$ cat config.mk
export PLATFORM = sky130hd
export DESIGN_NAME = imem_port_arbiter_flat
export DESIGN_NICKNAME = d
export VERILOG_FILES = /design/src/rtl/imem_port_arbiter_if.sv /design/src/rtl/imem_port_arbiter.sv /design/src/flat_wrapper.sv
export SDC_FILE = /design/constraint.sdc
export NUM_CORES = 1
export LEC_CHECK = 0
export BUFFER_PORTS_ARGS = -buffer_cell sky130_fd_sc_hd__buf_2
export CORE_ASPECT_RATIO = 0.6
export CORE_MARGIN = 5
export CORE_UTILIZATION = 30
export DETAILED_ROUTE_END_ITERATION = 10
export HOLD_SLACK_MARGIN = 0.02
export PLACE_DENSITY_LB_ADDON = 0.12
export SETUP_SLACK_MARGIN = 0.2
export SLEW_MARGIN = 30
export SYNTH_ARGS = -nofsm -noshare
export SYNTH_HDL_FRONTEND = slang
export SYNTH_SLANG_ARGS = --single-unit
$ cat constraint.sdc
create_clock -name clk -period 2.9 [get_ports clk]
set_clock_uncertainty 0.2 [all_clocks]
set_input_delay 0.435 -clock clk [delete_from_list [all_inputs] [get_ports clk]]
set_output_delay 0.435 -clock clk [all_outputs]
set_load 0.01 [all_outputs]
$ cat src/rtl/imem_port_arbiter_if.sv
// imem_port_arbiter_if: fetch/debug request-response bus plus the async ROM read port.
interface imem_port_arbiter_if #(parameter int ADDR_W = 11);
   logic              f_req;
   logic [31:0]       f_addr;
   logic              f_flush;
   logic              f_gnt;
   logic              f_rvalid;
   logic [31:0]       f_rdata;
   logic              f_err;
   logic              d_req;
   logic [31:0]       d_addr;
   logic              d_gnt;
   logic              d_rvalid;
   logic [31:0]       d_rdata;
   logic [ADDR_W-1:0] rom_a;
   logic [31:0]       rom_spo;
   modport slave (
      input  f_req, f_addr, f_flush, d_req, d_addr, rom_spo,
      output f_gnt, f_rvalid, f_rdata, f_err, d_gnt, d_rvalid, d_rdata, rom_a
   );
   modport master (
      output f_req, f_addr, f_flush, d_req, d_addr, rom_spo,
      input  f_gnt, f_rvalid, f_rdata, f_err, d_gnt, d_rvalid, d_rdata, rom_a
   );
endinterface

$ cat src/rtl/imem_port_arbiter.sv
// imem_port_arbiter: shares one async-read instruction ROM between fetch and debug,
// fetch-priority with a starvation bound on debug, one-cycle registered responses.
module imem_port_arbiter #(
   parameter int ADDR_W   = 11,
   parameter int MAX_WAIT = 4
) (
   input  logic                clk,
   input  logic                rst,
   imem_port_arbiter_if.slave  bus
);
   localparam logic [3:0] MAX = 4'(MAX_WAIT);
   logic [3:0]        wait_q, wait_d;
   logic [ADDR_W-1:0] addr_q, addr_d;
   logic              f_rvalid_q, f_rvalid_d, d_rvalid_q, d_rvalid_d, f_err_q, f_err_d;
   logic [31:0]       f_resp_q, f_resp_d, f_rdata_q, f_rdata_d, d_rdata_q, d_rdata_d;
   logic              f_gnt, d_gnt, f_take;
   always_comb begin
      d_gnt      = rst && bus.d_req && (!bus.f_req || wait_q == MAX);
      f_gnt      = rst && bus.f_req && !d_gnt;
      f_take     = f_rvalid_q && !bus.f_flush;
      addr_d     = f_gnt ? bus.f_addr[ADDR_W+1:2] : d_gnt ? bus.d_addr[ADDR_W+1:2] : addr_q;
      wait_d     = (!bus.d_req || d_gnt) ? 4'd0 : (wait_q == MAX ? wait_q : wait_q + 4'd1);
      f_rvalid_d = f_gnt;
      d_rvalid_d = d_gnt;
      f_resp_d   = f_gnt ? bus.rom_spo : f_resp_q;
      f_err_d    = f_gnt ? (bus.f_addr[1:0] != 2'b00) : f_err_q;
      // a flushed response never reaches the delivered word
      f_rdata_d  = f_take ? f_resp_q : f_rdata_q;
      d_rdata_d  = d_gnt ? bus.rom_spo : d_rdata_q;
   end
   always_ff @(posedge clk or negedge rst) begin
      if (!rst) begin
         wait_q     <= '0;
         addr_q     <= '0;
         f_rvalid_q <= 1'b0;
         d_rvalid_q <= 1'b0;
         f_err_q    <= 1'b0;
         f_resp_q   <= '0;
         f_rdata_q  <= '0;
         d_rdata_q  <= '0;
      end else begin
         wait_q     <= wait_d;
         addr_q     <= addr_d;
         f_rvalid_q <= f_rvalid_d;
         d_rvalid_q <= d_rvalid_d;
         f_err_q    <= f_err_d;
         f_resp_q   <= f_resp_d;
         f_rdata_q  <= f_rdata_d;
         d_rdata_q  <= d_rdata_d;
      end
   end
   assign bus.f_gnt    = f_gnt;
   assign bus.d_gnt    = d_gnt;
   assign bus.rom_a    = addr_d;
   assign bus.f_rvalid = f_take;
   assign bus.f_rdata  = f_rdata_d;
   assign bus.f_err    = f_take && f_err_q;
   assign bus.d_rvalid = d_rvalid_q;
   assign bus.d_rdata  = d_rdata_q;
endmodule

$ cat src/flat_wrapper.sv
// flat-port wrapper written by rule: the top's interface ports become plain ports
module imem_port_arbiter_flat 
#(
   parameter int ADDR_W   = 11,
   parameter int MAX_WAIT = 4
)
  (clk, rst, bus_f_req, bus_f_addr, bus_f_flush, bus_d_req, bus_d_addr, bus_rom_spo, bus_f_gnt, bus_f_rvalid, bus_f_rdata, bus_f_err, bus_d_gnt, bus_d_rvalid, bus_d_rdata, bus_rom_a);
  imem_port_arbiter_if #(.ADDR_W(ADDR_W)) bus_i ();
  input  logic clk;
  input  logic rst;
  input wire logic [$bits(bus_i.f_req)-1:0] bus_f_req;
  input wire logic [$bits(bus_i.f_addr)-1:0] bus_f_addr;
  input wire logic [$bits(bus_i.f_flush)-1:0] bus_f_flush;
  input wire logic [$bits(bus_i.d_req)-1:0] bus_d_req;
  input wire logic [$bits(bus_i.d_addr)-1:0] bus_d_addr;
  input wire logic [$bits(bus_i.rom_spo)-1:0] bus_rom_spo;
  output wire logic [$bits(bus_i.f_gnt)-1:0] bus_f_gnt;
  output wire logic [$bits(bus_i.f_rvalid)-1:0] bus_f_rvalid;
  output wire logic [$bits(bus_i.f_rdata)-1:0] bus_f_rdata;
  output wire logic [$bits(bus_i.f_err)-1:0] bus_f_err;
  output wire logic [$bits(bus_i.d_gnt)-1:0] bus_d_gnt;
  output wire logic [$bits(bus_i.d_rvalid)-1:0] bus_d_rvalid;
  output wire logic [$bits(bus_i.d_rdata)-1:0] bus_d_rdata;
  output wire logic [$bits(bus_i.rom_a)-1:0] bus_rom_a;
  assign bus_i.f_req = bus_f_req;
  assign bus_i.f_addr = bus_f_addr;
  assign bus_i.f_flush = bus_f_flush;
  assign bus_i.d_req = bus_d_req;
  assign bus_i.d_addr = bus_d_addr;
  assign bus_i.rom_spo = bus_rom_spo;
  assign bus_f_gnt = bus_i.f_gnt;
  assign bus_f_rvalid = bus_i.f_rvalid;
  assign bus_f_rdata = bus_i.f_rdata;
  assign bus_f_err = bus_i.f_err;
  assign bus_d_gnt = bus_i.d_gnt;
  assign bus_d_rvalid = bus_i.d_rvalid;
  assign bus_d_rdata = bus_i.d_rdata;
  assign bus_rom_a = bus_i.rom_a;
  imem_port_arbiter #(.ADDR_W(ADDR_W), .MAX_WAIT(MAX_WAIT)) u_core (.clk(clk), .rst(rst), .bus(bus_i));
endmodule
# Word level (Yosys, flattened, before mapping)
# Index checks and enable logic that the tools add are counted.
# classes
add_sub_neg	1
n_eq_ne	2
mux	5
n_reduce_logical	13
# op_table
op	n
32-bit two-way mux	1
11-bit two-way mux	2
4-bit two-way mux	2
1-bit logical AND	6
4-bit by 1-bit adder with 4-bit output, second input constant	1
4-bit by 3-bit == test with 1-bit output, second input constant	1
1-bit logical NOT	4
1-bit logical OR	2
2-bit by 1-bit inequality test with 1-bit output, second input constant	1
2-bit nonzero test	1
# word_totals
register_bits	114
input_bits	101
out_inout_bits	80
wordCells	29

# Longest topological paths before layout
# Gate-level depths: netlist of the first run.
# depth
word_depth	6
depth_mapped	7
mapped_depth_nobuf	5

# Least setup slack after synthesis of the first run
# OpenSTA, ideal clock, no wires.
# synth_timing
path_kind	flip-flop to output port
start	reg u_core.wait_q[0]
end	out bus_rom_a[5]
arrival_ns	1.642
required_time_ns	2.265
setup_slack_ns	0.623
stages_incl_launch_ff	8
cell_sequence	dfrtp_1 inv_1 ha_1 nand3b_1 a21oi_1 buf_4 buf_6 mux2_2
# synth_via
elab_chain_cells	6
elab_cells_between_ends	7
classes_between	eq/ne (1); mux (2); reduce/logical (4)
# synth_lines
element	line	source
start: declaration	imem_port_arbiter.sv:12	logic [3:0] wait_q, wait_d;
start signal: assignment	imem_port_arbiter.sv:42	wait_q <= wait_d;
4-bit by 3-bit == test with 1-bit output *	imem_port_arbiter.sv:18	d_gnt = rst && bus.d_req && (!bus.f_req || wait_q == MAX);
1-bit logical OR *	imem_port_arbiter.sv:18	
1-bit logical AND *	imem_port_arbiter.sv:18	
named net bus_d_gnt	flat_wrapper.sv:21	output wire logic [$bits(bus_i.d_gnt)-1:0] bus_d_gnt;
1-bit logical NOT	imem_port_arbiter.sv:19	f_gnt = rst && bus.f_req && !d_gnt;
1-bit logical AND	imem_port_arbiter.sv:19	
11-bit two-way mux *	imem_port_arbiter.sv:21	addr_d = f_gnt ? bus.f_addr[ADDR_W+1:2] : d_gnt ? bus.d_addr[ADDR_W+1:2] : addr_q;
end: declaration	flat_wrapper.sv:24	output wire logic [$bits(bus_i.rom_a)-1:0] bus_rom_a;
# Mark *: on every way through the listed nets, which the timed path passes. The rest lies on a longest branch.

# Worst setup path after layout of the first run
# layout_timing
start	reg u_core.wait_q[0]
end	out bus_rom_a[2]
# layout_via
elab_chain_cells	6
elab_cells_between_ends	7
classes_between	eq/ne (1); mux (2); reduce/logical (4)
# layout_lines
element	line
4-bit by 3-bit == test with 1-bit output *	imem_port_arbiter.sv:18
1-bit logical OR *	imem_port_arbiter.sv:18
1-bit logical AND *	imem_port_arbiter.sv:18
1-bit logical NOT	imem_port_arbiter.sv:19
1-bit logical AND	imem_port_arbiter.sv:19
11-bit two-way mux *	imem_port_arbiter.sv:21
# Every way passes the cells marked *; elsewhere a longest branch is shown, timed or not.

==> results by group, run 1 <==
Outcome
  • Outcome: complete, but fails checks
  • Violations in the final reports: hold timing

Critical path
  • Depth of the most critical reg-to-reg path: 8
  • Reg-to-reg startpoint: u_core.wait_q[0]
  • FF-to-FF End: u_core.bus.d_rdata[30]
  • Crit path max fanout: 7
  • Crit-path slowest cell: sky130_fd_sc_hd__dfrtp_1
  • CP cell instances: inv_2 -> ha_4 -> nand3b_1 -> a21oi_4 -> buf_6 -> mux2_2 -> buf_2
  • Required time of the critical path: 2270 ps
  • Count of buffer and inverter cells on the critical path: 3
  • Kind of end point of the critical path: primary output
  • Crit path depth: 7
  • Critical path start-end classification: reg -> out
  • Minimum setup slack among reg-to-reg paths: 690 ps
  • Arrival time at the worst endpoint: 2040 ps
  • Launching element type of the critical path: flop
  • CP max stage delay: 390 ps
  • Top delay family on crit path: flip-flops

Floorplan
  • Die Outline Area: 0.0180 mm²
  • Core area: 0.0152 mm²
  • Number of I/O pins: 181
  • Row count: 35
  • Die Wd: 170 µm
  • Die Y: 106 µm
  • Initial standard-cell utilization of the core: 30.3%

Power and ir drop
  • Max rail drop VDD: 0.299 mV
  • P per Cell Area: 822 mW/mm²
  • Static Leakage: 3.18 nW

Yosys
  • Register area share after synthesis: 61.9%
  • Commonest cells in the synthesized netlist: 114 x sky130_fd_sc_hd__dfrtp_1, 98 x sky130_fd_sc_hd__nand2_1, 58 x sky130_fd_sc_hd__mux2_2
  • Library cell occupying the most area in the post-synthesis netlist: sky130_fd_sc_hd__dfrtp_1
  • Most frequently used cell type in the post-synthesis netlist: sky130_fd_sc_hd__dfrtp_1
  • Main flop type after synthesis: sky130_fd_sc_hd__dfrtp_1
  • Top cell type's share of synthesized area: 61.9%
  • Mean instance size in the synthesized netlist: 13.5 µm²
  • Mapped Area: 0.00461 mm²
  • Synthesis Warnings: 0
  • Synthesized instance count: 341
  • Top area cells in the synthesized netlist: sky130_fd_sc_hd__dfrtp_1 62%, sky130_fd_sc_hd__mux2_2 14%, sky130_fd_sc_hd__mux2_4 9.1%, sky130_fd_sc_hd__nand2_1 8.0%, sky130_fd_sc_hd__buf_12 1.3%
  • EDFF count, synth: 0
  • Number of distinct library cells after synthesis: 23
  • Yosys reg bits: 114
  • Number of nets in the synthesized netlist: 444
  • Share of flip-flops with an asynchronous set or reset: 100%

Place
  • Count of buffers from port buffering: 140
  • Worst Setup Slack post-DPL: 386 ps
  • Routability Congestion: 0.709
  • Final HPWL from detailed placement: 7390 µm

CTS
  • Clk slew on worst S/H paths: 60 ps
  • Clock net sink count: 114
  • TritonCTS buffer count: 17
  • Source-to-sink clock delay at the later pin of the worst-skew pair: 400 ps
  • TritonCTS clock tree: yes
  • Maximum root-to-sink buffer count: 2
  • Cell at the root of the clock tree: sky130_fd_sc_hd__clkbuf_16
  • Htree depth: 4

Cells and area
  • Layout overhead on the synthesized area: 34.7%
  • Fraction of layout cells with a size suffix above 1: 54.3%
  • Ant. Diodes: 0
  • Final nets: 602

Global route
  • Number of global-route vias before repair: 3,257
  • Global Route Usage Sum: 12.3%
  • Largest net degree at the start of global routing: 68
  • First-pass GRT wire length: 17,400 µm
  • Global route overflow: 0
  • Antenna violations before repair: 1

Drt
  • Total iterations of the first detailed-routing run: 4
  • Residual DRC: 0
  • Detailed-route vias per instance: 4.20
  • Routed wire length per instance: 15.3 µm
  • DRC violation total after the first TritonRoute iteration: 130
  • Aggregate routed wire length: 10,900 µm
  • Antenna-violating nets left: 0
  • Vias after detailed routing: 2,993

Worst hold path
  • Worst hold-check path type: in -> async

Timing
  • Relative slew margins: 59.4%
  • Hold violation count in the final report: 66
  • Actual slew at the worst max-slew pin: 609 ps
  • Final sum of negative setup slack: 0 ps
  • Clock period minus worst slack: 2670 ps
  • Final Max Tran Viols: 0
  • Highest attainable clock frequency: 374 MHz
  • Period utilization: 92.1%
  • Final WS setup: 229 ps
  • Count of endpoints failing setup in the final report: 0
  • Final Hold Slack: -28.6 ps
  • Setup repair after global routing missed its margin: yes

Job
  • Number of max-capacitance violations reported: 0
how the worst max path moves through the flow:
stage / startpoint / endpoint / slack (ps)
6_report: u_core.wait_q[0] / bus_rom_a[2] / 230
5_1_grt: u_core.wait_q[0] / bus_rom_a[3] / 160
4_1_cts: u_core.wait_q[0] / bus_rom_a[0] / 200
3_5_place_dp: u_core.wait_q[0] / bus_rom_a[0] / 390
3_3_place_gp: u_core.wait_q[0] / bus_rom_a[6] / 400
2_1_floorplan: u_core.wait_q[0] / bus_rom_a[5] / 620
registers in the layout (all words and copies together), names as in the netlist:
signal               cells
u_core.f_err_q           1
u_core.bus.d_rdata      32
u_core.f_rvalid_q        1
u_core.f_resp_q         32
u_core.f_rdata_q        32
u_core.addr_q           11
u_core.wait_q            4
u_core.bus.d_rvalid      1
what timing repair did:
item                                   CTS  global route
setup buffers                            3             2
resized for setup                        5             5
pin swaps                                1             1
setup endpoints to repair               13            11
hold buffers                             1             0
endpoints found under the hold margin    6             0
layout by cell type (no fill, tap or decap), types with 4 or more instances in the layout:
cell                           n
sky130_fd_sc_hd__clkinvlp_4    4
sky130_fd_sc_hd__clkbuf_16    17
sky130_fd_sc_hd__mux2_4       31
sky130_fd_sc_hd__inv_1         4
sky130_fd_sc_hd__buf_4        12
sky130_fd_sc_hd__buf_2       139
sky130_fd_sc_hd__nand2_1      98
sky130_fd_sc_hd__mux2_2       55
sky130_fd_sc_hd__dfrtp_1     114
final cells by class:
class	count	area [µm²]
clock buffers	20	457
clock inverters	10	135
fillers	1479	8990
inverters	6	22.5
multi-input cells	204	1640
flip-flops and latches	114	2850
well taps	203	254
repair buffers	156	850
where the power goes:
group          total [mW]  internal, mW  switching, mW
sequential           2.03          1.91          0.125
combinational       0.982         0.496          0.486
clock                2.09          1.38          0.711
metal layers:
metal | GRT usage, % | routed length, µm | up-vias
li1 | - | - | 1442
met1 | 17.2 | 5490 | 1448
met2 | 17.4 | 4480 | 90
met3 | 5.05 | 849 | 11
met4 | 3.93 | 82 | 2
met5 | 0 | 13 | -
cell families (layout without fill, tap and decap cells):
group,Yosys count,after routing,share of synthesized area (%)
adder cells (fa/ha/maj),2,2,0.543
flip-flops,114,114,61.9
XOR/XNOR,2,2,0.380
AND/OR/NAND/NOR,108,108,9.23
multiplexers,89,89,23.9
AO/OA/AOI/OAI,3,3,0.434
buffers and inverters,23,192,3.56
per-stage QoR:
step	hold WS, ps	util, %	std cells	cell area [µm²]	total power, mW
floorplan	-60.6	-	341	4610	2.61
global placement	71.8	36.4	677	5530	3.01
detailed placement	71.2	36.4	677	5530	3.03
CTS	51.5	40.6	711	6170	5.17
global route	34.7	40.8	713	6210	5.38
finish	-28.6	40.8	713	6210	5.10
(Power assumes the default switching activity.)
==> run 2: changes to the inputs <==
==> constraint.sdc (replaced) <==
create_clock -name clk -period 3.45 [get_ports clk]
set_clock_uncertainty 0.2 [all_clocks]
set_input_delay 0.5175 -clock clk [delete_from_list [all_inputs] [get_ports clk]]
set_output_delay 0.5175 -clock clk [all_outputs]
set_load 0.01 [all_outputs]
==> run 2 against run 1 <==
  * The flow now finishes without violations
  * Clock-buffer cell count is the same
  * Utilization shrank 0.66 points
  * Global-route usage shrank 0.42 points
  * Hold slack gained 48 ps
  * Critical path depth shrank 1
  * Critical path type unchanged
  * Critical endpoint is now bus_rom_a[3]
  * Largest cell class unchanged
==> results by group, run 2 (synthesis gave the netlist of run 1 again) <==
Place
  • Final HPWL from detailed placement: 7420 µm (+0.45%)
  • Routability Congestion: 0.709 (unchanged)
  • Worst Setup Slack post-DPL: 711 ps (+325 ps)
  • Count of buffers from port buffering: 140 (unchanged)

Power and ir drop
  • Share of total power in sequential cells: 40.3% (+0.5 points)
  • Fraction of power spent switching nets: 26.6% (+0.72 points)
  • Portion of total power attributed to combinational logic: 18.9% (-0.3 points)
  • Clk network pwr share: 40.7% (-0.3 points)
  • Static Leakage: 3.14 nW (-1.4%)
  • P per Cell Area: 692 mW/mm² (-16%)
  • Max rail drop VDD: 0.260 mV (-13%)
  • Internal power: 3.10 mW (-18%)
  • Net switching power figure: 1.13 mW (-15%)

Timing
  • Hold violation count in the final report: 0 (-100%)
  • Highest attainable clock frequency: 332 MHz
  • Clock period minus worst slack: 3010 ps
  • Final Max Tran Viols: 0 (unchanged)
  • Count of endpoints failing setup in the final report: 0 (unchanged)
  • Setup repair after global routing missed its margin: no
  • Final WS setup: 437 ps (+207 ps)
  • Actual slew at the worst max-slew pin: 695 ps (+85.8 ps)
  • Relative slew margins: 53.7% (-5.7 points)
  • Period utilization: 87.3%
  • Final sum of negative setup slack: 0 ps (unchanged)

Outcome
  • Outcome: complete, no violations

Global route
  • First-pass GRT wire length: 16,900 µm (-3.0%)
  • Global route overflow: 0 (unchanged)
  • Largest net degree at the start of global routing: 78 (+15%)
  • Antenna violations before repair: 1 (unchanged)
  • Global Route Usage Sum: 11.9% (-0.42 points)
  • Number of global-route vias before repair: 3,160 (-3.0%)

Cells and area
  • Leading cell types in the layout, fill and taps excluded: 139 x sky130_fd_sc_hd__buf_2, 114 x sky130_fd_sc_hd__dfrtp_1, 98 x sky130_fd_sc_hd__nand2_1
  • Filler cell count: 1,465 (-0.95%)
  • Ant. Diodes: 0 (unchanged)
  • Fraction of layout cells with a size suffix above 1: 53.6% (-0.76 points)
  • Final nets: 596 (-1.0%)
  • Most frequent standard cell in the layout excluding fill and tap cells: sky130_fd_sc_hd__buf_2
  • Layout overhead on the synthesized area: 32.5%

Critical path
  • Depth of the most critical reg-to-reg path: 6 (-2)
  • Arrival time at the worst endpoint: 2300 ps (+260 ps)
  • Required time of the critical path: 2730 ps (+460 ps)
  • Reg-to-reg startpoint: u_core.wait_q[0]
  • Minimum setup slack among reg-to-reg paths: 970 ps (+280 ps)
  • Crit path max fanout: 14 (+7)
  • Launching element type of the critical path: flop
  • Kind of end point of the critical path: primary output
  • FF-to-FF End: u_core.f_resp_q[31]
  • Critical path start-end classification: reg -> out

Drt
  • Total iterations of the first detailed-routing run: 4 (unchanged)
  • Detailed-routed wire length on met2: 4520 µm (+0.76%)
  • Residual DRC: 0 (unchanged)
  • DRC violation total after the first TritonRoute iteration: 130 (unchanged)
  • Highest routed metal layer: met5
  • Antenna-violating nets left: 0 (unchanged)
  • Vias after detailed routing: 3,001 (+0.27%)
  • Routed length on met3: 842 µm (-0.82%)
  • Met1 wire length: 5120 µm (-6.8%)
  • Detailed-route vias per instance: 4.23 (+0.83%)
  • Routed wire length per instance: 14.9 µm (-2.9%)
  • Aggregate routed wire length: 10,500 µm (-3.4%)

CTS
  • Total of hold buffers inserted after clock tree synthesis: 0 (-1)
  • Htree depth: 4 (unchanged)
  • Cell at the root of the clock tree: sky130_fd_sc_hd__clkbuf_16
  • Maximum root-to-sink buffer count: 2 (unchanged)
  • Clock net sink count: 114 (unchanged)
  • Number of gates given a new drive strength after cts: 0 (-5)
  • Source-to-sink clock delay at the later pin of the worst-skew pair: 400 ps (about the same)
  • TritonCTS buffer count: 17 (unchanged)
  • Clk slew on worst S/H paths: 60 ps (about the same)
  • Setup fix buffers added after clock tree synthesis: 0 (-3)
  • TritonCTS clock tree: yes

Floorplan
  • Core area: 0.0152 mm² (unchanged)
  • Die Wd: 170 µm (unchanged)
  • Die Outline Area: 0.0180 mm² (unchanged)
  • Initial standard-cell utilization of the core: 30.3% (unchanged)
  • Row count: 35 (unchanged)
  • Number of I/O pins: 181 (unchanged)
  • Die Y: 106 µm (unchanged)

Job
  • Number of max-capacitance violations reported: 0 (unchanged)

Worst hold path
  • Worst hold-check path type: in -> async
run 2: worst max-delay path, stage by stage, from the launching register on:
cell and delay, ps:
sky130_fd_sc_hd__dfrtp_1 400, sky130_fd_sc_hd__inv_1 100, sky130_fd_sc_hd__ha_1 200, sky130_fd_sc_hd__nand3b_1 170, sky130_fd_sc_hd__a21oi_4 480, sky130_fd_sc_hd__mux2_2 410
sky130_fd_sc_hd__buf_2 150
run 2: layout make-up:
| type | count | area [µm²] | share of cell area [%] |
|---|---|---|---|
| clock buffers | 20 | 457 | 7.48 |
| clock inverters | 12 | 133 | 2.17 |
| inverters | 6 | 22.5 | 0.369 |
| multi-input cells | 204 | 1610 | 26.3 |
| flip-flops and latches | 114 | 2850 | 46.7 |
| well taps | 203 | 254 | 4.16 |
| repair buffers | 150 | 782 | 12.8 |
run 2: worst max-delay path by stage:
stage,startpoint,endpoint,slack [ps],cells past startpoint
2_1_floorplan,u_core.wait_q[0],bus_rom_a[5],1090,7
3_3_place_gp,rst,u_core.f_resp_q[31],730,5
3_5_place_dp,rst,u_core.f_resp_q[31],710,5
4_1_cts,u_core.wait_q[0],bus_rom_a[3],390,6
5_1_grt,u_core.wait_q[0],bus_rom_a[9],260,6
6_report,u_core.wait_q[0],bus_rom_a[3],440,6
run 2: through the flow:
stage | power, mW | util, % | instance area, µm² | hold slack (ps) | instances
finish | 4.23 | 40.2 | 6110 | 19.0 | 709
global route | 4.46 | 40.2 | 6110 | 61.1 | 709
global placement | 2.53 | 36.3 | 5510 | 252 | 677
detailed placement | 2.55 | 36.3 | 5520 | 259 | 677
floorplan | 2.19 | - | 4610 | 21.9 | 341
CTS | 4.31 | 40.2 | 6110 | 34.5 | 709
run 2: metal layers:
metal / vias to the layer above / track usage, %
li1: 1432 / -
met1: 1460 / 16.7
met2: 97 / 17.3
met3: 10 / 4.87
met4: 2 / 2.56
met5: - / 0
run 2: power groups by stage:
stage	clock (mW)	sequential [mW]	combinational [mW]
detailed placement	0	1.73	0.819
CTS	1.78	1.71	0.822
floorplan	0	1.75	0.441
finish	1.72	1.71	0.801
global placement	0	1.72	0.809
global route	1.84	1.74	0.887
==> run 3: changes to the inputs <==
--- a/config.mk
+++ b/config.mk
@@ -6,7 +6,6 @@
 export NUM_CORES = 1
 export LEC_CHECK = 0
 export BUFFER_PORTS_ARGS = -buffer_cell sky130_fd_sc_hd__buf_2
-export CORE_ASPECT_RATIO = 0.6
 export CORE_MARGIN = 5
 export CORE_UTILIZATION = 30
 export DETAILED_ROUTE_END_ITERATION = 10
==> run 3 against run 2 <==
  * Cell area increased by 0.61%
  * Critical path type unchanged
  * Cell count decreased by 2.4%
  * Combinational power decreased by 0.9%
  * Setup slack improved by 11 ps
  * Sequential power about the same
  * Critical endpoint is now bus_rom_a[9]
  * Hold slack improved by 28 ps
  * Sequential share of layout area decreased by 0.29 points
  * Maximum frequency increased by 0.37%
  * Wire length decreased by 1.8%
  * First-iteration DRC count increased by 0.77%
  * Via count increased by 1.1%
  * Total power increased by 2.9%
==> results by group, run 3 (synthesis gave the netlist of run 1 again) <==
Cells and area
  • Final nets: 594 (-0.34%)
  • Fraction of layout cells with a size suffix above 1: 53.4% (-0.18 points)
  • Layout overhead on the synthesized area: 33.3%
  • Ant. Diodes: 0 (unchanged)
  • Final instance area: 0.00614 mm² (+0.61%)
  • Non-filler instance count after layout: 692 (-2.4%)
  • Leading cell types in the layout, fill and taps excluded: 139 x sky130_fd_sc_hd__buf_2, 114 x sky130_fd_sc_hd__dfrtp_1, 98 x sky130_fd_sc_hd__nand2_1
  • Most frequent standard cell in the layout excluding fill and tap cells: sky130_fd_sc_hd__buf_2

Drt
  • Aggregate routed wire length: 10,400 µm (-1.8%)
  • Antenna-violating nets left: 0 (unchanged)
  • Routed wire length per instance: 15.0 µm (+0.57%)
  • Detailed-route vias per instance: 4.38 (+3.5%)
  • Total iterations of the first detailed-routing run: 4 (unchanged)
  • Vias after detailed routing: 3,033 (+1.1%)
  • DRC violation total after the first TritonRoute iteration: 131 (+0.77%)
  • Residual DRC: 0 (unchanged)

Critical path
  • Critical path start-end classification: reg -> out
  • Arrival time at the worst endpoint: 2280 ps (-20 ps)
  • Required time of the critical path: 2730 ps (about the same)
  • Crit path max fanout: 15 (+1)
  • Kind of end point of the critical path: primary output
  • Launching element type of the critical path: flop

Floorplan
  • Row count: 45 (+29%)
  • Die Y: 134 µm (+26%)
  • Die Wd: 134 µm (-21%)
  • Initial standard-cell utilization of the core: 30.4% (+0.10 points)
  • Die Outline Area: 0.0179 mm² (-0.45%)
  • Number of I/O pins: 181 (unchanged)
  • Core area: 0.0151 mm² (-0.33%)

Timing
  • Actual slew at the worst max-slew pin: 684 ps (-11.5 ps)
  • Final Max Tran Viols: 0 (unchanged)
  • Final sum of negative setup slack: 0 ps (unchanged)
  • Setup repair after global routing missed its margin: no
  • Final WS setup: 448 ps (+11.0 ps)
  • Clock period minus worst slack: 3000 ps (-11.0 ps)
  • Count of endpoints failing setup in the final report: 0 (unchanged)
  • Highest attainable clock frequency: 333 MHz (+0.37%)
  • Final Hold Slack: 46.7 ps (+27.7 ps)
  • Relative slew margins: 54.4% (+0.77 points)
  • Period utilization: 87.0% (-0.32 points)
  • Hold violation count in the final report: 0 (unchanged)

Worst hold path
  • Worst hold-check path type: in -> async

Power and ir drop
  • Static Leakage: 3.16 nW (+0.84%)
  • Internal power: 3.25 mW (+4.7%)
  • Portion of total power attributed to combinational logic: 18.3% (-0.6 points)
  • P per Cell Area: 708 mW/mm² (+2.2%)
  • Max rail drop VDD: 0.345 mV (+33%)
  • Share of total power in sequential cells: 39.2% (-1.1 points)
  • Net switching power figure: 1.10 mW (-2.3%)
  • Clk network pwr share: 42.5% (+1.8 points)
  • Fraction of power spent switching nets: 25.3% (-1.3 points)

Place
  • Count of buffers from port buffering: 140 (unchanged)
  • Post-place instance area: 0.00550 mm² (-0.36%)
  • Number of instances in the placed design: 659 (-2.7%)
  • Final HPWL from detailed placement: 7000 µm (-5.7%)
  • Routability Congestion: 0.731 (+3.0%)
  • Worst Setup Slack post-DPL: 755 ps (+44.1 ps)

Job
  • Number of max-capacitance violations reported: 0 (unchanged)

Global route
  • Global Route Usage Sum: 12.3% (+0.37 points)
  • Antenna violations before repair: 0 (-1)
  • Largest net degree at the start of global routing: 75 (-3.8%)
  • First-pass GRT wire length: 17,300 µm (+2.7%)
  • Number of global-route vias before repair: 3,382 (+7.0%)
  • Global route overflow: 0 (unchanged)

CTS
  • Number of gates given a new drive strength after cts: 0 (unchanged)
  • Source-to-sink clock delay at the later pin of the worst-skew pair: 400 ps (about the same)
  • Clock net sink count: 114 (unchanged)
  • Maximum root-to-sink buffer count: 2 (unchanged)
  • TritonCTS buffer count: 17 (unchanged)
  • TritonCTS clock tree: yes
  • Clk slew on worst S/H paths: 50 ps (about the same)
  • Htree depth: 4 (unchanged)
  • Cell at the root of the clock tree: sky130_fd_sc_hd__clkbuf_16

Outcome
  • Outcome: complete, no violations
-- run 3: changes by cell type in the layout (fill, tap and decap cells not counted), sizes merged --
| cell | previous run | this run |
|---|---|---|
| buf | 150 | 147 |
| bufinv | 2 | 3 |
| clkbuf | 20 | 23 |
| clkinv | 6 | 4 |
| clkinvlp | 3 | 2 |
| dlygate4sd3 | 0 | 1 |
| inv | 7 | 6 |
-- run 3: stage by stage --
| stage | util, % | total power [mW] |
|---|---|---|
| after CTS | 40.5 | 4.43 |
| after global routing | 40.6 | 4.58 |
| final | 40.6 | 4.35 |
| after global placement | 36.3 | 2.52 |
| after floorplan | - | 2.19 |
| after detailed placement | 36.3 | 2.54 |
-- run 3: power groups by stage --
stage                     clock network [mW]  registers (mW)  logic, mW
after global placement                     0            1.72      0.803
after CTS                               1.90            1.71      0.818
final                                   1.85            1.71      0.794
after floorplan                            0            1.75      0.441
after detailed placement                   0            1.73      0.811
after global routing                    1.95            1.74      0.886
-- run 3: area by class of cell --
class,instances,area [µm²]
Fill cell,1467,9000
Sequential cell,114,2850
Multi-Input combinational cell,204,1610
Timing Repair Buffer,148,795
Clock buffer,23,508
Tap cell,188,235
Clock inverter,9,125
Inverter,6,22.5
-- run 3: timing repair --
item,CTS,global route
hold endpoints to repair,40,0
buffers inserted,0,0
hold buffers,1,0
-- run 3: path summary, 6_finish.rpt --
path	start	end	slack, ps	depth (start not counted)
min reg2reg	u_core.f_rdata_q[1]	u_core.f_rdata_q[1]	260	2
max	u_core.wait_q[0]	bus_rom_a[9]	450	6
min in group clk	bus_rom_spo[2]	u_core.f_resp_q[2]	160	2
min	rst	u_core.addr_q[10]	50	2
max in group asynchronous	rst	u_core.f_resp_q[25]	2130	3
max reg2reg	u_core.wait_q[0]	u_core.bus.d_rdata[1]	1060	6
-- run 3: worst max-delay path, cell delays in order, from the launching register on --
cell and delay (ps):
sky130_fd_sc_hd__dfrtp_1 390, sky130_fd_sc_hd__inv_1 100, sky130_fd_sc_hd__ha_1 200, sky130_fd_sc_hd__nand3b_1 180, sky130_fd_sc_hd__a21oi_4 470, sky130_fd_sc_hd__mux2_2 400, sky130_fd_sc_hd__buf_2 140
-- run 3: routing by layer --
metal	share of wire (%)	track usage [%]
met1	44	15.7
met2	48	19.0
met3	6.9	4.54
met4	1.3	4.80
met5	0	0
